`src/rtl/id_issue_ctrl.sv`:
```
// id_issue_ctrl: decode-stage issue controller.
// Holds one decoded instruction, checks it against a per-register scoreboard
// of pending writes and the in-flight count, and offers it to EX when it is
// hazard free. Flush kills the held instruction and all in-flight tracking.
// Optional feature macro: ID_SERIALIZE_EN. When defined, CSR/ERTN-class
// ("serial") instructions wait for an empty pipeline and block the next issue
// until they retire.
module id_issue_ctrl (
    input  logic       clk,
    input  logic       reset,
    input  logic       if_valid,
    output logic       id_allowin,
    input  logic       ex_allowin,
    output logic       id_to_ex_valid,
    input  logic [4:0] reg_j,
    input  logic [4:0] reg_k,
    input  logic [4:0] reg_d,
    input  logic       reg_j_ren,
    input  logic       reg_k_ren,
    input  logic       reg_d_ren,
    input  logic [4:0] dest,
    input  logic       dest_we,
    input  logic       serial,
    input  logic       wb_valid,
    input  logic       wb_we,
    input  logic [4:0] wb_dest,
    input  logic       flush,
    output logic       id_valid,
    output logic       stall,
    output logic [2:0] inflight
);

    typedef enum logic [1:0] {
        ST_EMPTY   = 2'd0,
        ST_HOLD    = 2'd1,
        ST_SERWAIT = 2'd2
    } state_t;

    state_t            state_q, state_d;
    logic [2:0]        inflight_q, inflight_d;
    logic [31:0][1:0]  cnt_q, cnt_d;
    logic              serial_s;
    logic              src_busy_s;
    logic              dest_full_s;
    logic              fire_s;
    logic              wb_ok_s;
    logic [31:0]       inc_vec_s;
    logic [31:0]       dec_vec_s;

`ifdef ID_SERIALIZE_EN
    assign serial_s = serial;
`else
    // Serialization compiled out: serial instructions issue like any other.
    logic unused_serial;
    assign unused_serial = serial;
    assign serial_s      = 1'b0;
`endif

    assign id_valid = (state_q == ST_HOLD);
    assign inflight = inflight_q;

    // Hazard detection, issue handshake and retire qualification.
    always_comb begin
        src_busy_s  = (reg_j_ren && (cnt_q[reg_j] != 2'd0)) ||
                      (reg_k_ren && (cnt_q[reg_k] != 2'd0)) ||
                      (reg_d_ren && (cnt_q[reg_d] != 2'd0));
        dest_full_s = dest_we && (cnt_q[dest] == 2'd3);
        stall       = id_valid && (src_busy_s || dest_full_s ||
                                   (inflight_q == 3'd7) ||
                                   (serial_s && (inflight_q != 3'd0)));
        id_to_ex_valid = id_valid && !stall && !flush;
        fire_s      = id_to_ex_valid && ex_allowin;
        // A retire with nothing in flight is spurious and ignored.
        wb_ok_s     = wb_valid && (inflight_q != 3'd0);
    end

    // FSM output: when the ID slot can take a new instruction.
    always_comb begin
        case (state_q)
            ST_EMPTY:   id_allowin = 1'b1;
            // A serial instruction leaving ID must not be followed yet.
            ST_HOLD:    id_allowin = fire_s && !serial_s;
            ST_SERWAIT: id_allowin = 1'b0;
            default:    id_allowin = 1'b0;
        endcase
    end

    // FSM next state; flush overrides any accept or issue this cycle.
    always_comb begin
        state_d = state_q;
        case (state_q)
            ST_EMPTY: begin
                if (if_valid) state_d = ST_HOLD;
                else          state_d = ST_EMPTY;
            end
            ST_HOLD: begin
                if (fire_s) begin
                    if (serial_s)      state_d = ST_SERWAIT;
                    else if (if_valid) state_d = ST_HOLD;
                    else               state_d = ST_EMPTY;
                end else begin
                    state_d = ST_HOLD;
                end
            end
            ST_SERWAIT: begin
                if (inflight_q == 3'd0) state_d = ST_EMPTY;
                else                    state_d = ST_SERWAIT;
            end
            default: state_d = ST_EMPTY;
        endcase
        if (flush) state_d = ST_EMPTY;
        else       state_d = state_d;
    end

    // In-flight counter: +1 on issue, -1 on retire, unchanged when both.
    always_comb begin
        if (flush)                   inflight_d = 3'd0;
        else if (fire_s && !wb_ok_s) inflight_d = inflight_q + 3'd1;
        else if (wb_ok_s && !fire_s) inflight_d = inflight_q - 3'd1;
        else                         inflight_d = inflight_q;
    end

    // One-hot register selects for scoreboard increment and decrement.
    always_comb begin
        if (fire_s && dest_we && (dest != 5'd0)) inc_vec_s = 32'd1 << dest;
        else                                     inc_vec_s = 32'd0;
        if (wb_ok_s && wb_we && (wb_dest != 5'd0)) dec_vec_s = 32'd1 << wb_dest;
        else                                       dec_vec_s = 32'd0;
    end

    // Scoreboard update; r0 never counts and zero counters do not underflow.
    always_comb begin
        cnt_d = cnt_q;
        if (flush) begin
            cnt_d = {64{1'b0}};
        end else begin
            for (int i = 1; i < 32; i++) begin
                if (inc_vec_s[i] && !(dec_vec_s[i] && (cnt_q[i] != 2'd0)))
                    cnt_d[i] = cnt_q[i] + 2'd1;
                else if (dec_vec_s[i] && (cnt_q[i] != 2'd0) && !inc_vec_s[i])
                    cnt_d[i] = cnt_q[i] - 2'd1;
                else
                    cnt_d[i] = cnt_q[i];
            end
        end
        cnt_d[0] = 2'd0;
    end

    // State register; reset wins over flush, issue and accept.
    always_ff @(posedge clk) begin
        if (reset) begin
            state_q    <= ST_EMPTY;
            inflight_q <= 3'd0;
            cnt_q      <= {64{1'b0}};
        end else begin
            state_q    <= state_d;
            inflight_q <= inflight_d;
            cnt_q      <= cnt_d;
        end
    end

endmodule

```
`config.mk`:
```
export PLATFORM = sky130hd
export DESIGN_NAME = id_issue_ctrl
export DESIGN_NICKNAME = d
export VERILOG_FILES = /design/src/rtl/id_issue_ctrl.sv
export SDC_FILE = /design/constraint.sdc
export NUM_CORES = 1
export LEC_CHECK = 0
export ABC_AREA = 1
export BUFFER_PORTS_ARGS = -buffer_cell sky130_fd_sc_hd__buf_4
export CORE_ASPECT_RATIO = 0.8
export CORE_MARGIN = 8
export CORE_UTILIZATION = 65
export DETAILED_ROUTE_END_ITERATION = 8
export PLACE_DENSITY_LB_ADDON = 0.25
export SETUP_SLACK_MARGIN = 0.15
export SLEW_MARGIN = 10
export SYNTH_ARGS = -nofsm -noshare
export SYNTH_HDL_FRONTEND = slang
export SYNTH_SLANG_ARGS = --single-unit
export TNS_END_PERCENT = 50
```
`constraint.sdc`:
```
create_clock -name clk -period 4.7 [get_ports clk]
set_input_delay 0.235 -clock clk [delete_from_list [all_inputs] [get_ports clk]]
set_output_delay 0.235 -clock clk [all_outputs]
set_load 0.02 [all_outputs]
```
; ---- Word level (Yosys, flattened, before mapping)
; Cells that the tools add are included.
; Widths: inputs -> output; s select.
[word_totals]
register_bits = 67
input_bits = 37
output_inout_bits = 7
elab_cells = 436
[op_classes]
add_sub_neg = 64
magnitude_cmp = 4
eq_ne = 4
shift = 2
n_mux = 79
reduce_logical = 250
[ops]
columns = op, count
row1 = $mux 2, 68
row2 = $reduce_bool 2->1, 66
row3 = $logic_and 1x1->1, 108
row4 = $logic_not 1->1, 66
row5 = $mux 32, 2
row6 = $shl 1x5->32 const A, 2
row7 = $add 2x1->2 const B, 31
row8 = $sub 2x1->2 const B, 31
row9 = $bmux 2 s5, 4
row10 = $lt 5x6->1 const B, 4
row11 = $reduce_bool 5->1, 2
row12 = $mux 3, 2
row13 = $pmux 2 s3, 1
row14 = $eq 2x2->1 const B, 2
row15 = $logic_or 1x1->1, 4
row16 = $add 3x1->3 const B, 1
row17 = $eq 3x3->1 const B, 1
row18 = $logic_not 3->1, 1
row19 = $reduce_bool 3->1, 1
row20 = $sub 3x1->3 const B, 1
row21 = $eq 2x1->1 const B, 1
row22 = $logic_not 2->1, 1
row23 = $pmux 1 s2, 1
row24 = $reduce_or 2->1, 1
row25 = $mux 1, 1

; ---- Depth between registers and ports, before layout
; Gate-level depths: netlist of run 1.
[logic_depth]
word_depth = 20
ltp_mapped = 22
depth_no_buf = 21

; ---- Worst setup path before layout of run 1
; Ideal clock, no wire load.
[synth_timing]
kind = input-to-reg
startpoint = in reg_d[1]
endpoint = reg inflight_q[2], in the netlist inflight[2]
setup_ns = 0.058
t_arrival_ns = 2.481
t_required_ns = 4.642
path_slack_ns = 2.162
stages = 19
path_buffers = 1
path_cell_list = buf_2 > nor2_1 > nand2_1 > nand2_1 > o21ai_0 > nand3_1 > nand3_1 > nand3_1 > nand3_1 > nor2_4 > nand3_1 > inv_1 > ha_1 > inv_1 > fa_1 > a21oi_1 > o21ai_0 > a21oi_1 > o21a_1
[synth_between]
elab_chain_len = 15
elab_cells_between_ends = 17
cone_classes = mux: 3 / reduce/logical: 14
[synth_rtl]
columns = element, line_no
row1 = from (decl), 17  ; input logic [4:0] reg_d,
row2 = $bmux 2 s5 (*), 66  ; (reg_d_ren && (cnt_q[reg_d] != 2'd0));
row3 = $mux 2 (not written as such) (*), 66
row4 = $reduce_bool 2->1 (*), 66
row5 = $logic_and 1x1->1 (*), 66
row6 = $logic_or 1x1->1 (*), 65  ; (reg_k_ren && (cnt_q[reg_k] != 2'd0)) ||
row7 = $logic_or 1x1->1 (*) (2 in a row), 68  ; stall = id_valid && (src_busy_s || dest_full_s ||
row8 = $logic_and 1x1->1 (*), 68
row9 = $logic_not 1->1 (*), 71  ; id_to_ex_valid = id_valid && !stall && !flush;
row10 = $logic_and 1x1->1 (*) (2 in a row), 71
row11 = $logic_and 1x1->1 (*), 72  ; fire_s = id_to_ex_valid && ex_allowin;
row12 = $logic_not 1->1, 119  ; else if (wb_ok_s && !fire_s) inflight_d = inflight_q - 3'd1;
row13 = $logic_and 1x1->1, 119
row14 = $reduce_bool 2->1 (no source line), --
row15 = to (signal assigned), 157  ; inflight_q <= inflight_d;
row16 = to (decl), 40  ; logic [2:0] inflight_q, inflight_d;
; Mark *: on every way between the ends. The rest lies on a longest branch, timed or not. The select of a mux whose other input is x is not followed.
; A chain may end at the register's enable or synchronous reset.

; ---- Worst setup path in the final report of run 1
[layout_timing]
startpoint = reg cnt_q[34] in the netlist's numbering
endpoint = reg cnt_q[35] in the netlist's numbering
[layout_between]
elab_chain_len = 19
elab_cells_between_ends = 39
cone_classes = add/sub: 2 / eq/ne: 1 / mux: 11 / reduce/logical: 25
[layout_rtl]
columns = element, line_no
row1 = from (decl), 41  ; logic [31:0][1:0] cnt_q, cnt_d;
row2 = from (signal assigned), 154  ; cnt_q <= {64{1'b0}};
row3 = from (signal assigned), 158  ; cnt_q <= cnt_d;
row4 = "$bmux 2 s5, on equally long branches", "64, 65"
row5 = "$mux 2, on equally long branches", "64, 65"
row6 = "$reduce_bool 2->1, on equally long branches", "64, 65"
row7 = "$logic_and 1x1->1, on equally long branches", "64, 65"
row8 = $logic_or 1x1->1, 64  ; src_busy_s = (reg_j_ren && (cnt_q[reg_j] != 2'd0)) ||
row9 = $logic_or 1x1->1, 65
row10 = $logic_or 1x1->1 (2 in a row), 68
row11 = $logic_and 1x1->1, 68
row12 = $logic_not 1->1, 71
row13 = $logic_and 1x1->1 (2 in a row), 71
row14 = $logic_and 1x1->1, 72
row15 = $logic_and 1x1->1 (2 in a row), 125  ; if (fire_s && dest_we && (dest != 5'd0)) inc_vec_s = 32'd1 << dest;
row16 = $mux 32, 125
row17 = $logic_not 1->1, 140  ; else if (dec_vec_s[i] && (cnt_q[i] != 2'd0) && !inc_vec_s[i])
row18 = $logic_and 1x1->1, 140
row19 = $reduce_bool 2->1 (no source line), --
; Several ways; a longest one is shown, not always the timed one. The select of a mux whose other input is x is not followed.

==> results of run 1 <==
==> layout make-up <==
| class | instances | share of cell area |
|---|---|---|
| clock buffers | 10 | 0.01998 |
| clock inverters | 6 | 0.02135 |
| well taps | 112 | 0.02194 |
| flip-flops and latches | 67 | 0.2100 |
| repair buffers | 46 | 0.05406 |
| multi-input cells | 718 | 0.6045 |
| inverters | 116 | 0.06817 |
==> power groups by stage <==
stage | combinational [mW] | sequential, mW | clock, mW
floorplan | 0.103 | 0.583 | 0
global placement | 0.171 | 0.582 | 0
detailed placement | 0.171 | 0.582 | 0
CTS | 0.172 | 0.569 | 0.656
global route | 0.192 | 0.569 | 0.680
finish | 0.179 | 0.569 | 0.654
==> through the flow <==
stage	cells	utilization	cell area [um2]
global placement	1059	0.7155	6123
finish	1075	0.7463	6387
floorplan	933	-	5786
CTS	1075	0.7463	6387
global route	1075	0.7463	6387
detailed placement	1059	0.7155	6123
==> kinds of logic (layout without fill, tap and decap cells) <==
family / count (synthesis) / in the layout / synth area share
AOI/OAI and AO/OA: 182 / 182 / 0.1734
xor gates and xnor gates: 28 / 28 / 0.04239
adders and majority gates: 33 / 33 / 0.07266
DFF: 67 / 67 / 0.2318
buffers and inverters: 148 / 178 / 0.1012
and+or+nand+nor: 475 / 475 / 0.3785
==> how the worst max path moves through the flow <==
stage | from | endpoint | slack, ns | cells past startpoint
2_1_floorplan | reg_d[1] | inflight[2]$_SDFFE_PP0P_ | 2.16 | 19
3_3_place_gp | dest[0] | cnt_q[27]$_SDFFE_PP0P_ | 0.99 | 21
3_5_place_dp | dest[0] | cnt_q[35]$_SDFFE_PP0P_ | 0.91 | 21
4_1_cts | cnt_q[48]$_SDFFE_PP0P_ | cnt_q[35]$_SDFFE_PP0P_ | 1.27 | 17
5_1_grt | cnt_q[38]$_SDFFE_PP0P_ | cnt_q[35]$_SDFFE_PP0P_ | 0.89 | 19
6_report | cnt_q[34]$_SDFFE_PP0P_ | cnt_q[35]$_SDFFE_PP0P_ | 1.14 | 17
==> sequential cells by signal, indices dropped and copies added (netlist names) <==
register / count
cnt_q: 62
inflight: 3
state_q: 2
==> cells in the mapped netlist <==
cell / count
a21oi_1: 94
a22oi_1: 1
buf_2: 6
buf_6: 3
clkbuf_1: 23
clkinv_1: 4
dfxtp_1: 67
fa_1: 1
ha_1: 32
inv_1: 110
inv_2: 2
nand2_1: 188
nand2_2: 1
nand3_1: 90
nand4_1: 27
nand4_4: 1
nor2_1: 131
nor2_4: 1
nor3_1: 3
nor3_2: 30
nor4_1: 2
o21a_1: 32
o21ai_0: 51
o21bai_1: 4
or2_2: 1
xor2_1: 28
==> per-layer routing <==
| layer | vias up | GRT usage | wire [um] |
|---|---|---|---|
| met3 | 69 | 0.08810 | 2774 |
| met4 | 0 | 0.1211 | 677 |
| met5 | - | 0 | 0 |
| met1 | 2862 | 0.4170 | 7831 |
| met2 | 463 | 0.4407 | 7429 |
| li1 | 3127 | - | - |
==> worst min-delay path, cell delays in order <==
cell and delay (ns):
buf_4 0.11, nand2_1 0.06, a21oi_1 0.06
==> results.json, run 1 <==
{
  "status": "finished, final reports clean",
  "cts_resized": 0,
  "hold_buffers": 0,
  "p_int_mw": 1.028,
  "critPathBufInv": 2,
  "vias": 6521,
  "p_per_area_mw_per_mm2": 219.5,
  "slew_headroom": 0.4995,
  "hold_path.class": "primary input to flop",
  "cts_tree": "done",
  "num_rows": 30,
  "synth.area.top_cells": "dfxtp_1 (23%), nand2_1 (12%), nor2_1 (8.5%)",
  "rsz0062_at_grt": "false",
  "final_cell_mix": "nand2_1 (188), nor2_1 (130), inv_1 (110), a21oi_1 (94), nand3_1 (90)",
  "p_leak_nw": 2.722,
  "die_area_mm2": 0.01219,
  "cts_buffers": 9,
  "crit_top_cell": "nand3_1",
  "fill_cells": 751,
  "diodes": 0,
  "dp_hpwl_mm": 14.08,
  "via_per_inst": 6.066,
  "fmax_ghz": 0.2811,
  "rrSetupSlack_ns": 1.14,
  "initial_core_util": 0.6760,
  "firstDrtPassIters": 8,
  "layout_commonest_cell": "nand2_1",
  "slowest_stage": "nand4_4",
  "fin_skew_ns": 0.01682,
  "min_to": "state_q[0]$_SDFF_PP0_",
  "grt_util_all_layers": 0.3063,
  "ir_worst_vdd_mv": 0.2147,
  "synth_seq_cells": 67,
  "yosys.area.top_type": "dfxtp_1",
  "power.total_mw": 1.402,
  "cts.sinks": 67,
  "final_max_slew_viol_count": 0,
  "place.gp.congestion": 1.029,
  "synth_top_cell_area_share": 0.2318,
  "die_w_um": 121.5,
  "post-route-period-util": 0.7569,
  "h-tree-depth": 3,
  "power.net_switching_mw": 0.3742,
  "nNetsFinal": 1028,
  "ys_warn_count": 0,
  "drtIter0Drc": 884,
  "crit_chain": "nor2_1 > inv_1 > o21ai_0 > nand3_1 > nand3_1 > nand3_1 > nand3_1 > nand2_1 > nor2_4 > nand4_4 > buf_4 > nor3_2 > ha_1 > a21oi_1 > o21ai_0 > a21oi_1 > o21a_1",
  "ys_seq_area_frac": 0.2318,
  "regArea_mm2": 0.001341,
  "criticalPathCategory": "flop to flop",
  "area_growth_pct": 10.40,
  "post-place-ws_ns": 0.9112,
  "die_h_um": 100.4,
  "clk_latency_ns": 0.37,
  "p_seq_frac": 0.406,
  "min_from": "if_valid",
  "fin_crit_ns": 3.557,
  "r2r_start": "cnt_q[34]$_SDFFE_PP0P_",
  "drc_errors": 0,
  "slowest_delay_ns": 0.46,
  "wl_per_cell_um": 17.41,
  "overflow": 0,
  "postCtsSetupBuffers": 0,
  "antenna_left": 0,
  "crit_fanout": 23,
  "numPortBuffers": 42,
  "setup_ws_ns": 1.143,
  "pwr-share-clk": 0.467,
  "syn_area_mm2": 0.005786,
  "syn-num-nets": 1003,
  "grt_max_degree": 68,
  "synthCells": 933,
  "setup_viol": 0,
  "multi_input_area_mm2": 0.003861,
  "timing.rr.end": "cnt_q[35]$_SDFFE_PP0P_",
  "avgSynthCellArea_um2": 6.201,
  "combPwrFrac": 0.128,
  "grt_pass1_wl_mm": 29.41,
  "maxCapViolations": 0,
  "finalSetupTns_ns": 0,
  "start_kind": "flop",
  "wirelength_mm": 18.71,
  "switching_share": 0.2668,
  "critPathTopFamily": "simple AND/OR/NAND/NOR gates",
  "worst_pin_slew_ns": 0.7507,
  "core-area_mm2": 0.008558,
  "path_clk_slew_ns": 0.07,
  "layout-drive-gt1-share": 0.1018,
  "hold-path-cell-count": 3,
  "hold_violations": 0,
  "crit_path_end_kind": "flop",
  "rr_worst_depth": 17,
  "root_buffer": "clkbuf_8",
  "crit_arrival_ns": 3.87,
  "grt_pass1_vias": 5723,
  "cts_buffer_depth": 2,
  "antenna_found_initial": 0,
  "synth.distinct_cells": 26,
  "worstPathRequired_ns": 5.01,
  "hold_ws_ns": 0.1390,
  "ios": 44
}
Power figures use the tool's default switching activity.
==> run 2, diff against run 1 <==
--- a/config.mk
+++ b/config.mk
@@ -5,11 +5,11 @@
 export SDC_FILE = /design/constraint.sdc
 export NUM_CORES = 1
 export LEC_CHECK = 0
-export ABC_AREA = 1
+export ABC_AREA = 0
 export BUFFER_PORTS_ARGS = -buffer_cell sky130_fd_sc_hd__buf_4
 export CORE_ASPECT_RATIO = 0.8
 export CORE_MARGIN = 8
-export CORE_UTILIZATION = 65
+export CORE_UTILIZATION = 55
 export DETAILED_ROUTE_END_ITERATION = 8
 export PLACE_DENSITY_LB_ADDON = 0.25
 export SETUP_SLACK_MARGIN = 0.15
==> constraint.sdc (replaced) <==
create_clock -name clk -period 3.1 [get_ports clk]
set_input_delay 0.155 -clock clk [delete_from_list [all_inputs] [get_ports clk]]
set_output_delay 0.155 -clock clk [all_outputs]
set_load 0.02 [all_outputs]
==> run 2 against run 1 <==
Against the previous run: the flow now finishes with violations (setup timing); via count decreased by 10%; utilization up 6.4 points; critical endpoint is now cnt_q[37]$_SDFFE_PP0P_; first-iteration DRC count is 21% lower; clock-buffer cell count did not move; combinational power up 63%; setup slack got worse by 1.3 ns; highest routed layer unchanged; total power up 56%; maximum frequency is 10% higher; critical path depth is 6 lower; sequential power grew 52%; sequential share of layout area shrank 2.6 points.
==> results.json, run 2 <==
{
  "final_cell_mix": "buf_4 (144), nor2_1 (79), xor2_1 (60), dfxtp_1 (54), nand2_1 (35)",
  "drc_errors": 0,
  "ios": 44,
  "final_cell_area_mm2": 0.007382,
  "wl_per_cell_um": 22.30,
  "synth_top_cell_area_share": 0.2583,
  "crit_fanout": 8,
  "fill_cells": 552,
  "fin_skew_ns": 0.005511,
  "synthCells": 635,
  "min_from": "if_valid",
  "cts_buffers": 9,
  "pwr-share-clk": 0.471,
  "grt_util_all_layers": 0.2848,
  "firstDrtPassIters": 5,
  "setup_viol": 9,
  "ys_warn_count": 0,
  "hold_ws_ns": 0.06273,
  "initial_core_util": 0.5697,
  "die_w_um": 124.6,
  "post-route-period-util": 1.041,
  "place_area_mm2": 0.006361,
  "grt_pass1_vias": 5398,
  "cts_tree": "done",
  "p_seq_frac": 0.396,
  "ys.flop_type": "dfxtp_1",
  "nNetsFinal": 837,
  "ir_worst_vdd_mv": 0.3374,
  "synth-edff-count": 0,
  "grt_pass1_wl_mm": 28.71,
  "via_per_inst": 6.596,
  "overflow": 0,
  "crit_arrival_ns": 3.47,
  "crit_path_end_kind": "flop",
  "drtIter0Drc": 697,
  "p_per_area_mw_per_mm2": 295.9,
  "endpoint": "cnt_q[37]$_SDFFE_PP0P_",
  "final_max_slew_viol_count": 0,
  "cts.sinks": 67,
  "rr_worst_depth": 11,
  "startpoint": "cnt_q[19]$_SDFFE_PP0P_",
  "rrSetupSlack_ns": -0.13,
  "rsz0062_at_grt": "true",
  "synth.area.top_cells": "dfxtp_1 (26%), xor2_1 (11%), ha_1 (7.7%)",
  "core-area_mm2": 0.009115,
  "die_h_um": 102.9,
  "yosys.area.top_type": "dfxtp_1",
  "yosysMostFrequentCell": "nor2_1",
  "ys_seq_area_frac": 0.2583,
  "synth_seq_cells": 67,
  "switching_share": 0.2622,
  "timing.rr.end": "cnt_q[37]$_SDFFE_PP0P_",
  "path_clk_slew_ns": 0.06,
  "largest_reg_flops": 62,
  "vias": 5844,
  "status": "complete, but fails checks",
  "grt_max_degree": 35,
  "hold_violations": 0,
  "criticalPathCategory": "flop to flop",
  "layout_commonest_cell": "buf_4",
  "synth_common_cells": "nor2_1 (81), dfxtp_1 (67), xor2_1 (64)",
  "p_int_mw": 1.611,
  "syn-num-nets": 705,
  "wirelength_mm": 19.76,
  "synthArstFlopShare": 0,
  "place.gp.congestion": 1.011,
  "hold_path.class": "primary input to flop",
  "maxCapViolations": 0,
  "syn_area_mm2": 0.005192,
  "cts_buffer_depth": 2,
  "power.total_mw": 2.184,
  "violations": "setup timing",
  "dp_hpwl_mm": 13.73,
  "antenna_left": 0,
  "layout-drive-gt1-share": 0.3774,
  "avgSynthCellArea_um2": 8.177,
  "p_leak_nw": 3.003,
  "power.net_switching_mw": 0.5727,
  "hold_buffers": 0,
  "root_buffer": "clkbuf_16",
  "num_rows": 31,
  "h-tree-depth": 3,
  "worstPathRequired_ns": 3.35,
  "start_kind": "flop",
  "combPwrFrac": 0.133,
  "fin_crit_ns": 3.226,
  "slew_headroom": 0.3870,
  "antenna_found_initial": 0,
  "numPortBuffers": 42,
  "r2r_start": "cnt_q[19]$_SDFFE_PP0P_",
  "post-place-ws_ns": -0.07318,
  "die_area_mm2": 0.01283,
  "hold-path-cell-count": 3,
  "clk_latency_ns": 0.33,
  "regMostFlops": "cnt_q",
  "area_growth_pct": 42.17,
  "diodes": 0,
  "fmax_ghz": 0.3099,
  "synth.distinct_cells": 60,
  "setup_ws_ns": -0.1264,
  "worst_pin_slew_ns": 0.9194
}
## run 2: stage by stage
stage                TNS, ns  std cells  utilization
global placement    -0.07214        868       0.6979
global route          -3.757        886       0.8099
floorplan                  0        635            -
finish               -0.2871        886       0.8099
detailed placement   -0.8598        868       0.6979
CTS                        0        886       0.7653
## run 2: worst min path at each step
stage / end / slack (ns)
6_report: state_q[0]$_SDFF_PP0_ / 0.06
5_1_grt: state_q[0]$_SDFF_PP0_ / 0.07
4_1_cts: state_q[0]$_SDFF_PP0_ / 0.05
3_5_place_dp: state_q[0]$_SDFF_PP0_ / 0.40
3_3_place_gp: state_q[0]$_SDFF_PP0_ / 0.36
2_1_floorplan: state_q[0]$_SDFF_PP0_ / 0.27
## run 2: area by class of cell
class	count	area, um2	area share
clock inverter	5	53.80	0.007288
inverter	12	47.55	0.006441
multi-input combinational	522	4300	0.5825
timing repair buffer	155	1240	0.1680
sequential	67	1358	0.1839
tap	115	143.9	0.01949
clock buffer	10	239.0	0.03237
## run 2: cells by family after synthesis
| family | count (synthesis) | share of synthesized area |
|---|---|---|
| multiplexers | 17 | 0.06892 |
| adder cells (fa/ha/maj) | 33 | 0.08096 |
| buffers and inverters | 46 | 0.04120 |
| XOR/XNOR | 64 | 0.1080 |
| flip-flops | 67 | 0.2583 |
| AO/OA/AOI/OAI | 131 | 0.1598 |
| AND/OR/NAND/NOR | 277 | 0.2829 |
## run 2: metal layers
metal | track usage | wire (um) | part of all wire | vias up
met5 | 0 | 0 | 0 | -
met2 | 0.4524 | 8867 | 0.45 | 388
met4 | 0.08218 | 590 | 0.030 | 0
met1 | 0.3856 | 8159 | 0.41 | 2807
met3 | 0.05704 | 2140 | 0.11 | 57
li1 | - | - | - | 2592
## run 2: power by group through the flow
stage / clock [mW] / sequential [mW] / combinational (mW)
finish: 1.03 / 0.865 / 0.291
global route: 1.06 / 0.865 / 0.304
detailed placement: 0 / 0.884 / 0.254
global placement: 0 / 0.884 / 0.251
CTS: 1.03 / 0.865 / 0.274
floorplan: 0 / 0.884 / 0.130
## run 2: timing repair
action                                  CTS  global route
gates resized for setup                  63            74
endpoints found under the setup margin   64            64
setup buffers                             3             0
pin swaps                                83            56
## run 2: critical path, cell delays in order (launching register included)
cell	delay, ns
dfxtp_2	0.34
or2_1	0.25
mux4_2	0.47
a311o_1	0.28
a32oi_1	0.16
o32a_2	0.25
nand3_4	0.15
buf_12	0.19
nor3_2	0.19
ha_1	0.30
or3_1	0.40
a21oi_1	0.15
